File: src/rtl/riscv_pkg.sv
`default_nettype none
// ============================================================================
// Module      : riscv_pkg
// Description : Shared types for the core memory subsystem: the encoding that
//               records which requester owns the read returning next cycle.
// Revision    : 1.0 - initial release
// ============================================================================
package riscv_pkg;

    // Owner of the read data arriving on mem_q in the cycle after a grant
    typedef enum logic [1:0] {
        OWN_NONE = 2'd0,
        OWN_I    = 2'd1,
        OWN_D    = 2'd2
    } owner_e;

    // Arbiter request/grant bit positions
    localparam int unsigned C_IDX_I = 0;
    localparam int unsigned C_IDX_D = 1;

endpackage : riscv_pkg
`default_nettype wire

File: src/rtl/rr_arb2.sv
`default_nettype none
// ============================================================================
// Module      : rr_arb2
// Description : Two-way round-robin arbiter. Grant is combinational from the
//               request vector and a priority register; the priority moves to
//               the other requester whenever a grant is issued. Reset leaves
//               requester 1 (data port) with priority and blocks all grants.
// Revision    : 1.0 - initial release
// ============================================================================
module rr_arb2 (
    input  logic       clk,
    input  logic       rst,
    input  logic [1:0] req,
    output logic [1:0] gnt
);

    // r_prio = 1 : requester 1 wins a tie; r_prio = 0 : requester 0 wins
    logic r_prio;
    logic [1:0] w_gnt;

    // Grant selection: single requester always wins, ties go to r_prio
    always_comb begin
        w_gnt = 2'b00;
        if (!rst) begin
            case (req)
                2'b01:   w_gnt = 2'b01;
                2'b10:   w_gnt = 2'b10;
                2'b11:   w_gnt = r_prio ? 2'b10 : 2'b01;
                default: w_gnt = 2'b00;
            endcase
        end
    end

    assign gnt = w_gnt;

    // Priority register: hand priority to the port that was not just granted
    always_ff @(posedge clk) begin
        if (rst) begin
            r_prio <= 1'b1;
        end else if (|w_gnt) begin
            r_prio <= w_gnt[0];
        end
    end

endmodule : rr_arb2
`default_nettype wire

File: src/rtl/mem_arbiter.sv
`default_nettype none
// ============================================================================
// Module      : mem_arbiter
// Description : Shares one single-port synchronous RAM between an instruction
//               fetch port and a data port. Grants are round-robin, issued in
//               the request cycle; read data returns one cycle later on the
//               port recorded in the owner register.
// Revision    : 1.0 - initial release
// ============================================================================
module mem_arbiter
    import riscv_pkg::*;
#(
    parameter int DATA_WIDTH = 32,
    parameter int ADDR_WIDTH = 10
) (
    input  logic                  clock,
    input  logic                  clear,
    // instruction fetch port
    input  logic                  i_req,
    input  logic [ADDR_WIDTH-1:0] i_addr,
    output logic                  i_gnt,
    output logic                  i_rvalid,
    output logic [DATA_WIDTH-1:0] i_rdata,
    // data port
    input  logic                  d_req,
    input  logic                  d_we,
    input  logic [ADDR_WIDTH-1:0] d_addr,
    input  logic [DATA_WIDTH-1:0] d_wdata,
    output logic                  d_gnt,
    output logic                  d_rvalid,
    output logic [DATA_WIDTH-1:0] d_rdata,
    // RAM port
    output logic [ADDR_WIDTH-1:0] mem_addr,
    output logic [DATA_WIDTH-1:0] mem_data,
    output logic                  mem_we,
    input  logic [DATA_WIDTH-1:0] mem_q
);

    logic [1:0] w_req;
    logic [1:0] w_gnt;
    owner_e     w_owner_nxt;
    owner_e     r_owner;

    assign w_req[C_IDX_I] = i_req;
    assign w_req[C_IDX_D] = d_req;

    rr_arb2 u_arb (
        .clk (clock),
        .rst (clear),
        .req (w_req),
        .gnt (w_gnt)
    );

    assign i_gnt = w_gnt[C_IDX_I];
    assign d_gnt = w_gnt[C_IDX_D];

    // RAM request mux: data port only when granted, fetch address otherwise
    assign mem_addr = d_gnt ? d_addr : i_addr;
    assign mem_data = d_wdata;
    assign mem_we   = d_gnt & d_we;

    // Owner of next cycle's mem_q: only granted reads produce a return
    always_comb begin
        w_owner_nxt = OWN_NONE;
        if (i_gnt) begin
            w_owner_nxt = OWN_I;
        end else if (d_gnt && !d_we) begin
            w_owner_nxt = OWN_D;
        end
    end

    // Owner register, cleared so that no stale return survives a reset
    always_ff @(posedge clock) begin
        if (clear) begin
            r_owner <= OWN_NONE;
        end else begin
            r_owner <= w_owner_nxt;
        end
    end

    // A read granted just before clear rose is dropped, hence the clear gate
    assign i_rvalid = (r_owner == OWN_I) && !clear;
    assign d_rvalid = (r_owner == OWN_D) && !clear;

    // Read data is broadcast; each port qualifies it with its own rvalid
    assign i_rdata = mem_q;
    assign d_rdata = mem_q;

endmodule : mem_arbiter
`default_nettype wire

File: config.mk
export PLATFORM = sky130hd
export DESIGN_NAME = mem_arbiter
export DESIGN_NICKNAME = d
export VERILOG_FILES = /design/src/rtl/riscv_pkg.sv /design/src/rtl/rr_arb2.sv /design/src/rtl/mem_arbiter.sv
export SDC_FILE = /design/constraint.sdc
export NUM_CORES = 1
export LEC_CHECK = 0
export ABC_AREA = 1
export CORE_AREA = 2 2 77 79
export CTS_BUF_LIST = sky130_fd_sc_hd__clkbuf_8 sky130_fd_sc_hd__clkbuf_16
export DETAILED_ROUTE_END_ITERATION = 8
export DIE_AREA = 0 0 79 81
export HOLD_SLACK_MARGIN = 0.12
export PLACE_DENSITY = 0.85
export SLEW_MARGIN = 25
export SYNTH_ARGS = -nofsm -noshare
export SYNTH_HDL_FRONTEND = slang
export SYNTH_HIERARCHICAL = 1
export SYNTH_SLANG_ARGS = --single-unit
File: constraint.sdc
create_clock -name clock -period 1.22 [get_ports clock]
set_input_delay 0.244 -clock clock [delete_from_list [all_inputs] [get_ports clock]]
set_output_delay 0.244 -clock clock [all_outputs]
set_load 0.01 [all_outputs]
==> summary.md, run 1 <==
| Metric | Value |
|---|---|
| Crit path DAT | `1.32 ns` |
| Routed vias/inst | `3.53` |
| Die W | `79 µm` |
| Row cnt | `28` |
| Final hold slack | `0.342 ns` |
| Failing checks | `negative setup slack` |
| Worst R2R Start | `u_arb/r_prio$_SDFFE_PP1P_` |
| P_int | `513 µW` |
| Core area | `0.00568 mm²` |
| Final Hold Fails | `0` |
| Port buffer count | `39` |
| Fin crit share | `128%` |
| Syn Inst Count | `157` |
| Crit-path max FO | `5` |
| Worst setup SP type | `flip-flop` |
| Synth cell types | `10` |
| Hold EP | `r_owner[0]$_SDFF_PP0_` |
| Antenna Cells | `0` |
| LEAKAGE | `0.530 nW` |
| Drt pass-1 iters | `2` |
| Fillers | `650` |
| Combinational power share | `45.7%` |
| First-pass GRT wire length | `3660 µm` |
| Final Max Tran Viols | `0` |
| Reg clk slew, reported paths | `0.03 ns` |
| Worst skew pair latency | `0.21 ns` |
| GR Util met3 | `5.00%` |
| Power Density | `676 mW/mm²` |
| Synthesized flop and latch total | `3` |
| Mapped Nets | `246` |
| Syn avg cell area | `6.53 µm²` |
| Starting Density | `18.1%` |
| Initial DRC Count | `3` |
| Final setup vio count | `13` |
| Status | `finished, violations left` |
| Clock tree from TritonCTS | `yes` |
| WHS Path Cells | `3` |
| Die height | `81 µm` |
| Leading cell type in the layout, fill and taps excluded | `clkdlybuf4s50_1` |
| ANT nets after route | `0` |
| Commonest cells after routing, fill and taps aside | `21 x clkdlybuf4s50_1, 15 x inv_1, 12 x buf_2` |
| # IOs | `200` |
| HPWL after detailed placement | `2180 µm` |
| Clock power frac | `39.3%` |
| Synth Cell Area | `0.00102 mm²` |
| Routability congestion estimate | `0.593` |
| Reg2Reg Setup Slack | `0.10 ns` |
| Grt met1 use | `3.98%` |
| Clk root buf | `clkbuf_8` |
| Minimum clock period | `1.56 ns` |
| Relative slew slack | `90.0%` |
| Maximum vdd drop | `0.773 mV` |
| Reg2reg path depth | `9` |
| Slew @ Worst Pin | `0.149 ns` |
| Setup ws final | `-0.343 ns` |
| Fin nets | `206` |
| Area Growth Syn to Fin | `2.93%` |
| Switching pwr | `200 µW` |
| Setup Total Neg Slack | `-3.88 ns` |
| Max Buffers Root-to-Sink | `2` |
| Hold-fix buffers, CTS | `0` |
| R2R Path End | `r_owner[1]$_SDFF_PP0_` |
| Critical path class | `flip-flop to output pin` |
| Worst Clk Skew | `0.000414 ns` |
| Die area | `0.00640 mm²` |
| RSZ-0062 raised after global routing | `true` |
| Number of global-route vias before repair | `713` |
| Grt peak-use layer | `met2` |
| Vias | `674` |
| Yosys warnings | `6` |
| CP required | `0.98 ns` |
| Largest net degree at the start of global routing | `10` |
| DRC | `0` |
| Initial antenna violation count | `0` |
| TritonCTS Buffers | `3` |
| Max-capacitance violation count | `0` |
| Share of post-route cells with drive strength above 1 | `49.1%` |
| Fmax | `0.640 GHz` |
| Hold path start | `clear` |
| Global Route Usage Sum | `7.68%` |
| DRT Wirelength | `3040 µm` |
| Sw Share | `28.1%` |
| Sequential power share | `15.0%` |
| Routed WL per cell | `15.9 µm` |
| Global routing usage on met2 | `15.0%` |
| Clk sinks | `3` |
| H-tree levels | `1` |
| GR Overflow Total | `0` |
| Register area share after synthesis | `5.86%` |
| Kind of end point of the critical path | `output pin` |
| Min-Delay Path Class | `primary input to flip-flop` |
## what timing repair did
item | 4_1_cts | 5_1_grt
setup buffers | 4 | 3
cloned | 2 | 1
pin swaps | 6 | 3
setup endpoints to repair | 15 | 16
gates resized for setup | 85 | 28
## per-layer routing
metal / wire [µm] / vias to the layer above / part of all wire (%)
li1: - / 285 / -
met1: 747 / 264 / 25
met2: 1460 / 80 / 48
met3: 534 / 45 / 18
met4: 293 / 0 / 9.7
met5: 0 / - / 0
## synthesized netlist by cell type (all sizes together)
| master | instances | area [µm²] |
|---|---|---|
| inv | 19 | 71.3 |
| nand2 | 20 | 77.6 |
| nand3 | 1 | 5.00 |
| o21ai | 10 | 50.1 |
| buf | 98 | 736 |
| dfxtp | 3 | 60.1 |
| nor2 | 6 | 25.0 |
## power by group through the flow
stage / clock network, mW / registers [mW] / logic [mW]
3_5_place_dp: 0 / 0.107 / 0.254
5_1_grt: 0.298 / 0.107 / 0.348
4_1_cts: 0.287 / 0.107 / 0.282
2_1_floorplan: 0 / 0.107 / 0.399
3_3_place_gp: 0 / 0.107 / 0.250
6_report: 0.280 / 0.107 / 0.326
## cell type report
type | count | area (µm²) | share of cell area [%]
clock inverter | 1 | 3.75 | 0.356
multi-input combinational | 37 | 238 | 22.5
timing repair buffer | 53 | 546 | 51.7
sequential | 3 | 61.3 | 5.81
inverter | 19 | 71.3 | 6.76
tap | 75 | 93.8 | 8.90
clock buffer | 3 | 41.3 | 3.91
## worst max path at each step
stage,startpoint,end,depth (start not counted)
after detailed placement,clear,mem_addr[2],7
after CTS,u_arb/r_prio$_SDFFE_PP1P_,mem_addr[6],9
after global placement,clear,mem_addr[6],7
final,u_arb/r_prio$_SDFFE_PP1P_,mem_addr[3],9
after floorplan,u_arb/r_prio$_SDFFE_PP1P_,mem_addr[0],6
after global routing,u_arb/r_prio$_SDFFE_PP1P_,mem_addr[0],9
## cells by family (layout without fill, tap and decap cells)
family	count (synthesis)	count (layout)	synth area share, %
flops	3	3	5.86
buf+inv	117	76	78.8
compound gates	10	10	4.88
simple gates	27	27	10.5
## sequential cells by signal, indices dropped and copies added, names as in the netlist
name / cells
r_owner: 2
u_arb/r_prio: 1
## metrics by stage
step / utilization (%) / total power [mW] / instances / area, µm² / worst slack [ns]
finish: 18.6 / 0.713 / 191 / 1050 / -0.343
global route: 18.6 / 0.753 / 191 / 1050 / -0.414
CTS: 16.9 / 0.676 / 190 / 957 / -0.395
detailed placement: 14.9 / 0.361 / 180 / 843 / -0.893
global placement: 14.9 / 0.357 / 180 / 843 / -0.881
floorplan: - / 0.506 / 157 / 1030 / 0.0256
## worst max-delay path, stage by stage, from the launching register on
cell and delay (ns):
dfxtp_2 0.32, inv_2 0.03, nand2_2 0.06, inv_2 0.04
nor2_4 0.13, buf_12 0.14, buf_12 0.12, nand2_4 0.04
o21ai_2 0.05, buf_2 0.15
Note: power is estimated with default switching activity, not from simulation.
==> run 2, diff against run 1 <==
Settings changed: CTS_BUF_LIST sky130_fd_sc_hd__clkbuf_8 sky130_fd_sc_hd__clkbuf_16 to not set, CTS_CLUSTER_DIAMETER set to 80.
==> run 2 against run 1 <==
  * The run still ends with negative setup slack left
  * Power rose by 1.2%
  * Cell area did not move
  * First-iteration DRC count did not move
  * Critical path depth did not move
  * Register-to-register slack barely moved
  * Clock skew barely moved
  * Wire length did not move
  * Die area did not move
  * Hold slack barely moved
  * Global-route usage did not move
  * Critical path type unchanged
  * Critical endpoint unchanged
  * Largest cell class unchanged
  * Highest routed layer unchanged
==> summary.md, run 2 (synthesized netlist as in run 1, its figures left out) <==
| Metric | Value |
|---|---|
| Area Growth Syn to Fin | `2.93% (unchanged)` |
| Biggest regs | `r_owner: 2 flops, u_arb/r_prio: 1 flops` |
| Failing checks | `negative setup slack` |
| Relative slew slack | `90.0% (unchanged)` |
| Critical Path Start | `u_arb/r_prio$_SDFFE_PP1P_` |
| Final core occ | `18.6% (unchanged)` |
| Worst R2R Start | `u_arb/r_prio$_SDFFE_PP1P_` |
| Final Max Tran Viols | `0 (unchanged)` |
| Initial antenna violation count | `0 (unchanged)` |
| # IOs | `200 (unchanged)` |
| Commonest cells after routing, fill and taps aside | `21 x clkdlybuf4s50_1, 14 x inv_1, 12 x buf_2` |
| ANT nets after route | `0 (unchanged)` |
| TritonCTS Buffers | `3 (unchanged)` |
| Leading cell type in the layout, fill and taps excluded | `clkdlybuf4s50_1` |
| CP cell instances | `inv_2, nand2_2, inv_2, nor2_4, buf_12, buf_12, nand2_4, o21ai_2, buf_2` |
| Drt pass-1 iters | `2 (unchanged)` |
| Multi-input logic area | `238 µm² (unchanged)` |
| RSZ-0062 raised after global routing | `true` |
| Number of global-route vias before repair | `713 (unchanged)` |
| Die height | `81 µm (unchanged)` |
| H-tree levels | `1 (unchanged)` |
| LEAKAGE | `0.525 nW (-0.78%)` |
| Core area | `0.00568 mm² (unchanged)` |
| Largest register FFs | `2 (unchanged)` |
| Worst skew pair latency | `0.21 ns (about the same)` |
| DRT Wirelength | `3040 µm (unchanged)` |
| Kind of end point of the critical path | `output pin` |
| Worst Clk Skew | `0.000296 ns (-0.000118 ns)` |
| FF+latch area | `61.3 µm² (unchanged)` |
| Slowest cell on crit path | `dfxtp_2` |
| Antenna Cells | `0 (unchanged)` |
| CP required | `0.98 ns (about the same)` |
| Slew @ Worst Pin | `0.149 ns (unchanged)` |
| Clk root buf | `clkbuf_8` |
| Die W | `79 µm (unchanged)` |
| First-pass GRT wire length | `3660 µm (unchanged)` |
| Fin crit share | `128% (unchanged)` |
| Reg clk slew, reported paths | `0.03 ns (about the same)` |
| Clk sinks | `3 (unchanged)` |
| Largest net degree at the start of global routing | `10 (unchanged)` |
| Initial DRC Count | `3 (unchanged)` |
| Crit-path max FO | `5 (unchanged)` |
| Final Hold Fails | `0 (unchanged)` |
| Routed vias/inst | `3.53 (unchanged)` |
| Vias | `674 (unchanged)` |
| Fillers | `650 (unchanged)` |
| Starting Density | `18.1% (unchanged)` |
| Routability congestion estimate | `0.593 (unchanged)` |
| Hold path start | `clear` |
| Critical path class | `flip-flop to output pin` |
| Max Buffers Root-to-Sink | `2 (unchanged)` |
| Power Density | `684 mW/mm² (+1.2%)` |
| Final setup vio count | `13 (unchanged)` |
| Setup ws final | `-0.343 ns (unchanged)` |
| Minimum clock period | `1.56 ns (unchanged)` |
| HPWL after detailed placement | `2180 µm (unchanged)` |
| Status | `finished, violations left` |
| Fmax | `0.640 GHz (unchanged)` |
| Worst setup SP type | `flip-flop` |
| Routed WL per cell | `15.9 µm (unchanged)` |
| Port buffer count | `39 (unchanged)` |
| Maximum vdd drop | `0.774 mV (about the same)` |
| Crit path largest cell delay | `0.32 ns (about the same)` |
| Setup Total Neg Slack | `-3.88 ns (-0.000150 ns)` |
| Die area | `0.00640 mm² (unchanged)` |
| GR Overflow Total | `0 (unchanged)` |
| Max-capacitance violation count | `0 (unchanged)` |
| Share of post-route cells with drive strength above 1 | `49.1% (unchanged)` |
| DRC | `0 (unchanged)` |
| Global Route Usage Sum | `7.68% (unchanged)` |
| Crit path DAT | `1.32 ns (about the same)` |
| Most flops, register | `r_owner` |
| Row cnt | `28 (unchanged)` |
| Fin nets | `206 (unchanged)` |
| Min-Delay Path Class | `primary input to flip-flop` |
| Clock tree from TritonCTS | `yes` |
## run 2: changes by cell type in the layout (fill, tap and decap cells not counted)
| cell | change |
|---|---|
| clkbuf_1 | +1 |
| inv_1 | -1 |
## run 2: worst paths after layout
kind / endpoint / slack, ns / cells past startpoint
hold / removal: r_owner[0]$_SDFF_PP0_ / 0.34 / 3
hold reg to reg: u_arb/r_prio$_SDFFE_PP1P_ / 0.50 / 3
setup / recovery: mem_addr[3] / -0.34 / 9
setup reg to reg: r_owner[1]$_SDFF_PP0_ / 0.10 / 9
## run 2: cell type report
| cell class | instances | share of cell area [%] |
|---|---|---|
| Timing Repair Buffer | 53 | 51.7 |
| Multi-Input combinational cell | 37 | 22.5 |
| Tap cell | 75 | 8.90 |
| Inverter | 19 | 6.76 |
| Sequential cell | 3 | 5.81 |
| Clock buffer | 4 | 4.27 |
## run 2: layer usage
metal	vias to the layer above	share of wire, %	GRT usage [%]
li1	285	-	-
met1	264	25	3.98
met2	80	48	15.0
met3	45	18	5.00
met4	0	9.7	8.10
met5	-	0	0
## run 2: through the flow
| stage | area [µm²] | setup WS, ns | power (mW) | cells | hold WS (ns) |
|---|---|---|---|---|---|
| 2_1_floorplan | 1030 | 0.0256 | 0.506 | 157 | 0.316 |
| 3_3_place_gp | 843 | -0.881 | 0.357 | 180 | 0.483 |
| 3_5_place_dp | 843 | -0.893 | 0.361 | 180 | 0.488 |
| 4_1_cts | 957 | -0.395 | 0.684 | 190 | 0.424 |
| 5_1_grt | 1050 | -0.414 | 0.761 | 191 | 0.354 |
| 6_report | 1050 | -0.343 | 0.721 | 191 | 0.342 |
## run 2: what timing repair did
item                       4_1_cts  5_1_grt
pin swaps                        6        3
buffers inserted                 4        3
gates resized for setup         85       28
hold buffers                     0        0
cloned                           2        1
setup endpoints to repair       15       16
## run 2: critical path: cells and delay by family, from the launching register on
kind | cells | cell delay [ns]
AO/OA/AOI/OAI | 1 | 0.05
buffers and inverters | 5 | 0.48
flip-flops | 1 | 0.32
AND/OR/NAND/NOR | 3 | 0.23
## run 2: report_power, final
group | internal (mW) | switching, mW
registers | 0.104 | 0.00284
clock network | 0.223 | 0.0655
logic | 0.194 | 0.132
==> run 3, diff against run 2 <==
Settings changed: ABC_AREA 1 to not set.
==> run 3 against run 2 <==
  * The run still ends with negative setup slack left
  * Die area did not move
  * Hold slack improved by 0.14 ns
  * Clock power barely moved
  * First-iteration DRC count did not move
  * Highest routed layer unchanged
  * Worst setup slack got worse by 0.093 ns
  * Sequential share of layout area rose by 0.15 points
  * Synthesized cell count fell by 22%
  * Cell area fell by 2.5%
==> summary.md, run 3 <==
| Metric | Value |
|---|---|
| Status | `finished, violations left` |
| Failing checks | `negative setup slack` |
| Synth Area in Compound Gates | `0.731% (-4.2 points)` |
| GR Overflow Total | `0 (unchanged)` |
| Share of post-route cells with drive strength above 1 | `63.1% (+14 points)` |
| Clk root buf | `clkbuf_8` |
| HPWL after detailed placement | `1800 µm (-18%)` |
| Initial antenna violation count | `0 (unchanged)` |
| Placed Area | `831 µm² (-1.5%)` |
| Synth Area in Simple Gates | `7.92% (-2.6 points)` |
| Mapped Nets | `211 (-14%)` |
| Area contributors post-synth | `buf_4 70%, mux2_4 12%, dfxtp_1 5.8%` |
| Max-capacitance violation count | `0 (unchanged)` |
| Most flops, register | `r_owner` |
| WHS Path Cells | `3 (unchanged)` |
| LEAKAGE | `0.448 nW (-15%)` |
| RSZ-0062 raised after global routing | `true` |
| Clock tree from TritonCTS | `yes` |
| CP required | `0.98 ns (about the same)` |
| Core area | `0.00568 mm² (unchanged)` |
| Row cnt | `28 (unchanged)` |
| Yosys warnings | `6 (unchanged)` |
| Port buffer count | `39 (unchanged)` |
| Hold path start | `clear` |
| DRC | `0 (unchanged)` |
| Grt met1 use | `2.59% (-1.4 points)` |
| Vias | `555 (-18%)` |
| Grt peak-use layer | `met2` |
| Starting Density | `18.1% (+0.044 points)` |
| Kind of end point of the critical path | `output pin` |
| Maximum vdd drop | `0.263 mV (-66%)` |
| Post-synth top cells | `96 x buf_4, 8 x mux2_4, 3 x dfxtp_1` |
| Area Growth Syn to Fin | `0.122%` |
| Routed vias/inst | `3.49 (-1.1%)` |
| Global routing usage on met2 | `12.9% (-2.1 points)` |
| Yosys top cell area share | `70.2% (-1.6 points)` |
| Final Max Tran Viols | `0 (unchanged)` |
| Clk sinks | `3 (unchanged)` |
| Biggest regs | `r_owner: 2 flops, u_arb/r_prio: 1 flops` |
| Pre-CTS setup slack | `-0.922 ns (-0.0290 ns)` |
| Final Hold Fails | `0 (unchanged)` |
| Register area share after synthesis | `5.85% (-0.014 points)` |
| Mux share of post-synthesis cell area | `13.9% (+14 points)` |
| Fin crit share | `136% (+7.6 points)` |
| Commonest cells after routing, fill and taps aside | `21 x clkdlybuf4s50_1, 20 x buf_6, 10 x mux2_4` |
| Final Cell Area | `0.00103 mm² (-2.5%)` |
| Synthesized flop and latch total | `3 (unchanged)` |
| Relative slew slack | `87.6% (-2.5 points)` |
| Final setup vio count | `13 (unchanged)` |
| Synth Area in XOR/XNOR | `0% (unchanged)` |
| Worst Clk Skew | `0.00298 ns (+0.00268 ns)` |
| Worst setup SP type | `flip-flop` |
| Setup ws final | `-0.437 ns (-0.0933 ns)` |
| Fmax | `0.604 GHz (-5.6%)` |
| Die W | `79 µm (unchanged)` |
| First-pass GRT wire length | `3130 µm (-14%)` |
| Most common cell in the netlist | `buf_4` |
| Antenna Cells | `0 (unchanged)` |
| Largest register FFs | `2 (unchanged)` |
| Syn avg cell area | `8.42 µm² (+29%)` |
| ANT nets after route | `0 (unchanged)` |
| GR Util met3 | `5.56% (+0.56 points)` |
| Worst R2R Start | `u_arb/r_prio$_SDFFE_PP1P_` |
| Slew @ Worst Pin | `0.186 ns (+0.0368 ns)` |
| Crit-path max FO | `3 (-2)` |
| Synth cell types | `15 (+5)` |
| R2R Path End | `r_owner[1]$_SDFF_PP0_` |
| Global Route Usage Sum | `6.74% (-0.93 points)` |
| Reg2Reg Setup Slack | `0.11 ns (about the same)` |
| Synth Flop Type | `dfxtp_1` |
| Setup Total Neg Slack | `-4.78 ns (-0.898 ns)` |
| Ys async rst share | `0% (unchanged)` |
| Die area | `0.00640 mm² (unchanged)` |
| Fillers | `609 (-6.3%)` |
| H-tree levels | `1 (unchanged)` |
| Routability congestion estimate | `0.579 (-2.3%)` |
| Critical path class | `flip-flop to output pin` |
| # IOs | `200 (unchanged)` |
| Largest family of logic cells by synthesized area | `buffers and inverters` |
| Worst skew pair latency | `0.22 ns (about the same)` |
| Number of global-route vias before repair | `567 (-20%)` |
| Reg2reg path depth | `5 (-4)` |
| Hold EP | `r_owner[0]$_SDFF_PP0_` |
| Routed WL per cell | `15.9 µm (+0.18%)` |
| Largest net degree at the start of global routing | `6 (-4)` |
| Power Density | `704 mW/mm² (+2.9%)` |
| Min-Delay Path Class | `primary input to flip-flop` |
| Minimum clock period | `1.66 ns (+0.0933 ns)` |
| Fin nets | `174 (-16%)` |
| DRT Wirelength | `2530 µm (-17%)` |
| Die height | `81 µm (unchanged)` |
| Synth Cell Area | `0.00103 mm² (+0.24%)` |
| Synth area leader | `buf_4` |
| Post-synth EDFFs | `0 (unchanged)` |
| TritonCTS Buffers | `3 (unchanged)` |
| Initial DRC Count | `3 (unchanged)` |
| Reg clk slew, reported paths | `0.03 ns (about the same)` |
| Synth Area in Adders | `0% (unchanged)` |
| Drt pass-1 iters | `3 (+1)` |
| Leading cell type in the layout, fill and taps excluded | `clkdlybuf4s50_1` |
| Crit path DAT | `1.41 ns (+0.09 ns)` |
| Max Buffers Root-to-Sink | `2 (unchanged)` |
| Syn Inst Count | `122 (-22%)` |
[run 3: timing repair]
action	CTS	global route
buffers inserted	7	3
endpoints found under the setup margin	16	15
hold buffers	0	0
gates resized for setup	88	6
pin swaps	3	1
gates cloned	1	0
[run 3: routing by layer]
layer / part of all wire [%] / routed length, µm / vias up
met1: 18 / 445 / 234
met5: 0 / 0 / -
met4: 8.4 / 212 / 0
met2: 51 / 1300 / 78
li1: - / - / 212
met3: 23 / 576 / 31
[run 3: report_power, final]
part,switching (mW),leakage [nW],internal (mW)
combinational,0.103,0.401,0.227
clock,0.0655,0.0228,0.223
sequential,0.00229,0.0243,0.104
[run 3: critical path, cell delays in order (launching register included)]
cell and delay [ns]:
dfxtp_2 0.31, nand2b_4 0.12, and3_4 0.21, buf_6 0.12, mux2_4 0.30, buf_6 0.12
[run 3: worst max path at each step]
stage                               from           to  slack, ns
5_1_grt        u_arb/r_prio$_SDFFE_PP1P_  mem_addr[6]      -0.48
4_1_cts        u_arb/r_prio$_SDFFE_PP1P_  mem_addr[0]      -0.43
2_1_floorplan  u_arb/r_prio$_SDFFE_PP1P_  mem_addr[0]       -0.1
3_5_place_dp                       clear  mem_addr[9]      -0.92
6_report       u_arb/r_prio$_SDFFE_PP1P_  mem_addr[6]      -0.44
3_3_place_gp                       clear  mem_addr[7]      -0.91
[run 3: layout make-up]
class | instances | area [µm²] | share of cell area [%]
Tap cell | 75 | 93.8 | 9.12
Inverter | 1 | 3.75 | 0.365
Multi-Input combinational cell | 22 | 279 | 27.1
Sequential cell | 3 | 61.3 | 5.96
Timing Repair Buffer | 54 | 546 | 53.0
Clock buffer | 4 | 45.0 | 4.38
[run 3: per-stage QoR]
step | instances | hold slack (ns) | power, mW | utilization, %
after floorplan | 122 | 0.315 | 0.525 | -
after global placement | 145 | 0.488 | 0.365 | 14.6
after detailed placement | 145 | 0.488 | 0.367 | 14.6
after CTS | 157 | 0.488 | 0.719 | 17.5
after global routing | 159 | 0.488 | 0.761 | 18.1
final | 159 | 0.479 | 0.724 | 18.1
[run 3: cells by family (layout without fill, tap and decap cells)]
group	count (synthesis)	count (layout)
buffers and inverters	98	59
multiplexers	10	10
AND/OR/NAND/NOR	10	11
flip-flops	3	3
AO/OA/AOI/OAI	1	1
